[config.mk]
export PLATFORM = sky130hd
export DESIGN_NAME = instr_prefetch_buffer
export DESIGN_NICKNAME = d
export VERILOG_FILES = /design/src/rtl/instr_prefetch_buffer.sv
export SDC_FILE = /design/constraint.sdc
export NUM_CORES = 1
export LEC_CHECK = 0
export ABC_AREA = 1
export ABC_CLOCK_PERIOD_IN_PS = 4880
export BUFFER_PORTS_ARGS = -buffer_cell sky130_fd_sc_hd__buf_2
export CORE_ASPECT_RATIO = 1.4
export CORE_MARGIN = 8
export CORE_UTILIZATION = 43
export CTS_BUF_LIST = sky130_fd_sc_hd__clkbuf_4 sky130_fd_sc_hd__clkbuf_8
export DETAILED_ROUTE_END_ITERATION = 8
export SYNTH_ARGS = -nofsm -noshare
export SYNTH_HDL_FRONTEND = slang
export SYNTH_SLANG_ARGS = --single-unit
[constraint.sdc]
create_clock -name clk_i -period 4.88 [get_ports clk_i]
set_clock_uncertainty 0.15 [all_clocks]
set_input_delay 0.732 -clock clk_i [delete_from_list [all_inputs] [get_ports clk_i]]
set_output_delay 0.732 -clock clk_i [all_outputs]
set_load 0.05 [all_outputs]
[src/rtl/instr_prefetch_buffer.sv]
// Sequential instruction prefetcher feeding the IF/ID register through a small tagged FIFO.
// Define IFB_FLUSH_CNT_EN to add the flush_cnt_o discarded-work counter.
module instr_prefetch_buffer #(
  parameter int          DEPTH    = 4,
  parameter logic [31:0] RESET_PC = 32'h0000_0000
) (
  input  logic                       clk_i,
  input  logic                       rst_i,
  input  logic                       redirect_i,
  input  logic [31:0]                redirect_pc_i,
  output logic                       mem_req_o,
  output logic [31:0]                mem_addr_o,
  input  logic                       mem_ack_i,
  input  logic [31:0]                mem_rdata_i,
  output logic                       out_valid_o,
  output logic [31:0]                out_instr_o,
  output logic [31:0]                out_pc_o,
  output logic [31:0]                out_pc_incr_o,
  input  logic                       out_ready_i,
  output logic [$clog2(DEPTH):0]     count_o
`ifdef IFB_FLUSH_CNT_EN
  ,
  output logic [15:0]                flush_cnt_o
`endif
);

  localparam int PW = $clog2(DEPTH);
  localparam int CW = PW + 1;
  localparam logic [CW-1:0] FULL    = CW'(DEPTH);
  localparam logic [CW-1:0] CNT_ONE = CW'(1);
  localparam logic [PW-1:0] PTR_ONE = PW'(1);

  typedef enum logic [1:0] {IDLE, REQ, DROP} state_t;

  state_t        state_q, state_d;
  logic [31:0]   fetch_pc_q, fetch_pc_d;
  logic [31:0]   addr_q, addr_d;
  logic [PW-1:0] rd_ptr_q, rd_ptr_d;
  logic [PW-1:0] wr_ptr_q, wr_ptr_d;
  logic [CW-1:0] count_q, count_d;
  logic [31:0]   pc_mem_q    [DEPTH];
  logic [31:0]   instr_mem_q [DEPTH];
  logic          push, pop, discard;

  always_ff @(posedge clk_i) begin
    if (rst_i) begin
      state_q    <= IDLE;
      fetch_pc_q <= RESET_PC;
      addr_q     <= RESET_PC;
      rd_ptr_q   <= '0;
      wr_ptr_q   <= '0;
      count_q    <= '0;
    end else begin
      state_q    <= state_d;
      fetch_pc_q <= fetch_pc_d;
      addr_q     <= addr_d;
      rd_ptr_q   <= rd_ptr_d;
      wr_ptr_q   <= wr_ptr_d;
      count_q    <= count_d;
    end
  end

  always_ff @(posedge clk_i) begin
    if (push) begin
      pc_mem_q[wr_ptr_q]    <= fetch_pc_q;
      instr_mem_q[wr_ptr_q] <= mem_rdata_i;
    end
  end

  // A single request is in flight at a time; an ack seen outside REQ/DROP is stale and ignored.
  always_comb begin
    state_d    = state_q;
    addr_d     = addr_q;
    fetch_pc_d = fetch_pc_q;
    push       = 1'b0;
    discard    = 1'b0;
    unique case (state_q)
      IDLE: begin
        if (!redirect_i && (count_q != FULL)) begin
          state_d = REQ;
          addr_d  = fetch_pc_q;
        end
      end
      REQ: begin
        if (mem_ack_i) begin
          state_d = IDLE;
          if (redirect_i) begin
            discard = 1'b1;
          end else begin
            push       = 1'b1;
            fetch_pc_d = fetch_pc_q + 32'd4;
          end
        end else if (redirect_i) begin
          state_d = DROP;
        end
      end
      DROP: begin
        if (mem_ack_i) begin
          state_d = IDLE;
          discard = 1'b1;
        end
      end
      default: state_d = IDLE;
    endcase
    if (redirect_i) begin
      fetch_pc_d = redirect_pc_i & 32'hFFFF_FFFC;
    end
  end

  always_comb begin
    pop      = (count_q != '0) && out_ready_i && !redirect_i;
    rd_ptr_d = rd_ptr_q;
    wr_ptr_d = wr_ptr_q;
    count_d  = count_q;
    if (redirect_i) begin
      rd_ptr_d = '0;
      wr_ptr_d = '0;
      count_d  = '0;
    end else begin
      if (push) wr_ptr_d = wr_ptr_q + PTR_ONE;
      if (pop)  rd_ptr_d = rd_ptr_q + PTR_ONE;
      if (push && !pop) count_d = count_q + CNT_ONE;
      else if (pop && !push) count_d = count_q - CNT_ONE;
    end
  end

  assign mem_req_o     = (state_q == REQ);
  assign mem_addr_o    = addr_q;
  assign out_valid_o   = (count_q != '0);
  assign out_instr_o   = instr_mem_q[rd_ptr_q];
  assign out_pc_o      = pc_mem_q[rd_ptr_q];
  assign out_pc_incr_o = pc_mem_q[rd_ptr_q] + 32'd4;
  assign count_o       = count_q;

`ifdef IFB_FLUSH_CNT_EN
  logic [15:0] flush_cnt_q;
  logic [16:0] flush_sum;

  // Flushed entries are the pre-redirect occupancy; the sum is clamped rather than wrapped.
  always_comb begin
    flush_sum = {1'b0, flush_cnt_q}
              + (redirect_i ? 17'(count_q) : 17'd0)
              + (discard ? 17'd1 : 17'd0);
  end

  always_ff @(posedge clk_i) begin
    if (rst_i) flush_cnt_q <= '0;
    else       flush_cnt_q <= flush_sum[16] ? 16'hFFFF : flush_sum[15:0];
  end

  assign flush_cnt_o = flush_cnt_q;
`endif

endmodule

==> metrics.md <==
| Metric | Value |
|---|---|
| Worst slew pin tran | 0.984 ns |
| Initial antenna violation count | 0 |
| Worst setup EP type | output port |
| Seq/Total Area, Yosys | 62.2% |
| GP Congestion | 0.872 |
| Slew headroom | 34.4% |
| GRT busiest layer | met2 |
| RSZ-0062 raised after global routing | false |
| Net switching power | 0.00136 W |
| Gate Count Post-Synth | 1519 |
| Fin crit period | 4.34 ns |
| Tcrit/Tclk final | 88.8% |
| Non-filler cells, final | 2190 |
| Register share of total power | 52.9% |
| Placed Instances | 2105 |
| VDD IR-drop max | 0.000175 V |
| Post-CTS Setup Bufs | 0 |
| CTS tree | done |
| Root Buffer | clkbuf_8 |
| Post-route cell area | 16600 um2 |
| Synth warn | 0 |
| Commonest cells after routing, fill and taps aside | nand2_1 (428), edfxtp_1 (248), buf_2 (193) |
| Final setup violation count | 0 |
| Final slew viol count | 0 |
| Commonest non-fill, non-tap cell in the layout | nand2_1 |
| H-tree depth | 2 |
| Die area | 39400 um2 |
| DR WL/cell | 17.4 um |
| Cell Area, Placed | 15600 um2 |
| Routed Antenna Nets | 0 |
| Static Leak | 6.68 nW |
| Power, Total | 0.00572 W |
| Setup tns final | 0 ns |
| Die Ht | 232 um |
| Clock Path Buffers | 3 |
| I/O Pins | 202 |
| Met2 GRT Util | 32.6% |
| Antenna diodes | 0 |
| Syn_area_per_cell | 9.39 um2 |
| # port buffers | 193 |
| FP Rows | 79 |
| Synth top area share | 52.2% |
| Async S/R FF share, synth | 0% |
| PD cells | 344 nW/um2 |
| Synth unique cells | 36 |
| Starting Density | 43.2% |
| Top cell type by total area after synthesis | edfxtp_1 |
| Vias in the first global route | 10600 |
| Fmax | 231 MHz |
| CTS clk-pin slew, worst paths | 0.07 ns |
| Die X | 170 um |
| Cells resized by post-CTS repair | 0 |
| Congestion Overflow GR | 0 |
| Total GRT Usage | 18.8% |
| DRT Pass-1 Iters | 5 |
| Multi-input combinational cell area | 4660 um2 |
| Clock power frac | 39.9% |
| Via/cell ratio | 5.05 |
| FF+latch count, synth | 319 |
| Overall routed net length | 38100 um |
| Worst endpoint data arrival time | 3.45 ns |
| First-pass GRT wire length | 57500 um |
| Main synth FF type | edfxtp_1 |
| Fillers | 3128 |
| Setup CP Type | flop to output port |
| Initial drt markers | 727 |
| Hold Violations, Final | 0 |
| Synth top area cells | edfxtp_1 (52%), nand2_1 (11%), dfxtp_1 (10%), nor2_1 (5.1%), o21ai_0 (4.6%) |
| Max FO, Critical Path | 71 |
| Internal | 0.00436 W |
| Area Overhead vs Synth | 16.5% |
| Pin count of the biggest net entering global routing | 72 |
| M3 GR Usage | 3.88% |
| Post-synth EDFFs | 248 |
| Layout cell share with drive strength beyond 1 | 18.5% |
| R2R Setup Slk | 2.04 ns |
| Startpoint Class | flop |
| Switch share | 23.8% |
| DRC | 0 |
| # hold bufs at CTS | 0 |
| Critical Path RT | 4.00 ns |
| Worst-Skew Late Latency | 0.57 ns |
| Post-DP HPWL | 25800 um |
| TritonCTS Buffers | 48 |
| Total core area | 33000 um2 |
| Hold Crit Class | input pin to flop |
| Vias | 11100 |
| Comb power frac | 7.2% |
| Max-cap violations | 0 |
| Nets | 1787 |
| Clock Sinks | 319 |
| Register area | 8870 um2 |
| Synth Cell Area | 14300 um2 |
| Status | finished clean |
| M1 GR Usage | 22.1% |
## sequential cells by signal (all words and copies together), names as in the netlist, named ones only
| name | cells |
|---|---|
| instr_mem_q | 128 |
| pc_mem_q | 120 |
| fetch_pc_q | 30 |
| mem_addr_o | 30 |
| count_o | 3 |
| rd_ptr_q | 2 |
| state_q | 2 |
| wr_ptr_q | 2 |
## layer usage
metal,wire length (um),part of all wire [%]
met1,15100,40
met2,18800,49
met3,2670,7.0
met4,1440,3.8
met5,0,0
## per-stage QoR
step	setup WS, ns	hold slack [ns]	utilization, %
final	0.544	0.215	50.3
after global routing	0.309	0.180	50.3
after CTS	0.468	0.168	50.3
after detailed placement	1.11	0.305	47.3
after global placement	1.15	0.299	47.3
after floorplan	0.225	0.286	-
## worst paths after layout
path / depth (start not counted) / start / to
max reg2reg: 7 / state_q[0] / instr_mem_q[2][7]
max: 12 / flop / out_pc_incr_o[28]
min: 2 / mem_ack_i / state_q[1]
min reg2reg: 2 / rd_ptr_q[1] / flop
## kinds of logic (layout without fill, tap and decap cells)
kind of cell	after synthesis	in the layout	synth area share, %
flops	319	319	62.2
fa+ha+maj	8	8	0.754
compound gates	237	237	8.79
other cells	1	6	0.0263
simple gates	747	747	21.2
xor+xnor	25	25	1.53
buf+inv	182	403	5.57
## worst max-delay path, cell delays in order, from the launching register on
cell     delay [ns]
dfxtp_4        0.45
buf_4          0.64
nand2_1        0.15
nand2_1        0.11
nand2_1        0.05
nand2_1        0.24
nand2_1        0.14
nor2_1         0.12
nand2_1        0.06
nor2_1         0.36
nand3_1        0.13
nand2_1        0.13
buf_2          0.28
## cells in the mapped netlist, drive strengths merged, types with 2 or more instances
cell type / count
ha: 7
o22ai: 32
nor3: 7
buf: 36
xnor2: 3
nor2: 199
or2: 2
a31oi: 9
o21ai: 132
a211oi: 2
inv: 110
nand3: 90
xor2: 22
a21oi: 58
edfxtp: 248
dfxtp: 71
clkbuf: 35
nand4: 8
nand2: 440
## power by group through the flow
stage | combinational, W | clock [W] | sequential [W]
2_1_floorplan | 0.000216 | 0 | 0.00315
3_3_place_gp | 0.000409 | 0 | 0.00308
3_5_place_dp | 0.000413 | 0 | 0.00308
4_1_cts | 0.000414 | 0.00235 | 0.00303
5_1_grt | 0.000447 | 0.00245 | 0.00303
6_report | 0.000412 | 0.00228 | 0.00303
## final cells by class
| class | instances | area share [%] |
|---|---|---|
| inverter | 111 | 2.52 |
| sequential | 319 | 53.4 |
| multi-input combinational | 1023 | 28.0 |
| clock inverter | 19 | 1.19 |
| tap | 445 | 3.35 |
| clock buffer | 66 | 4.86 |
| timing repair buffer | 207 | 6.67 |
Power figures use the tool's default switching activity.
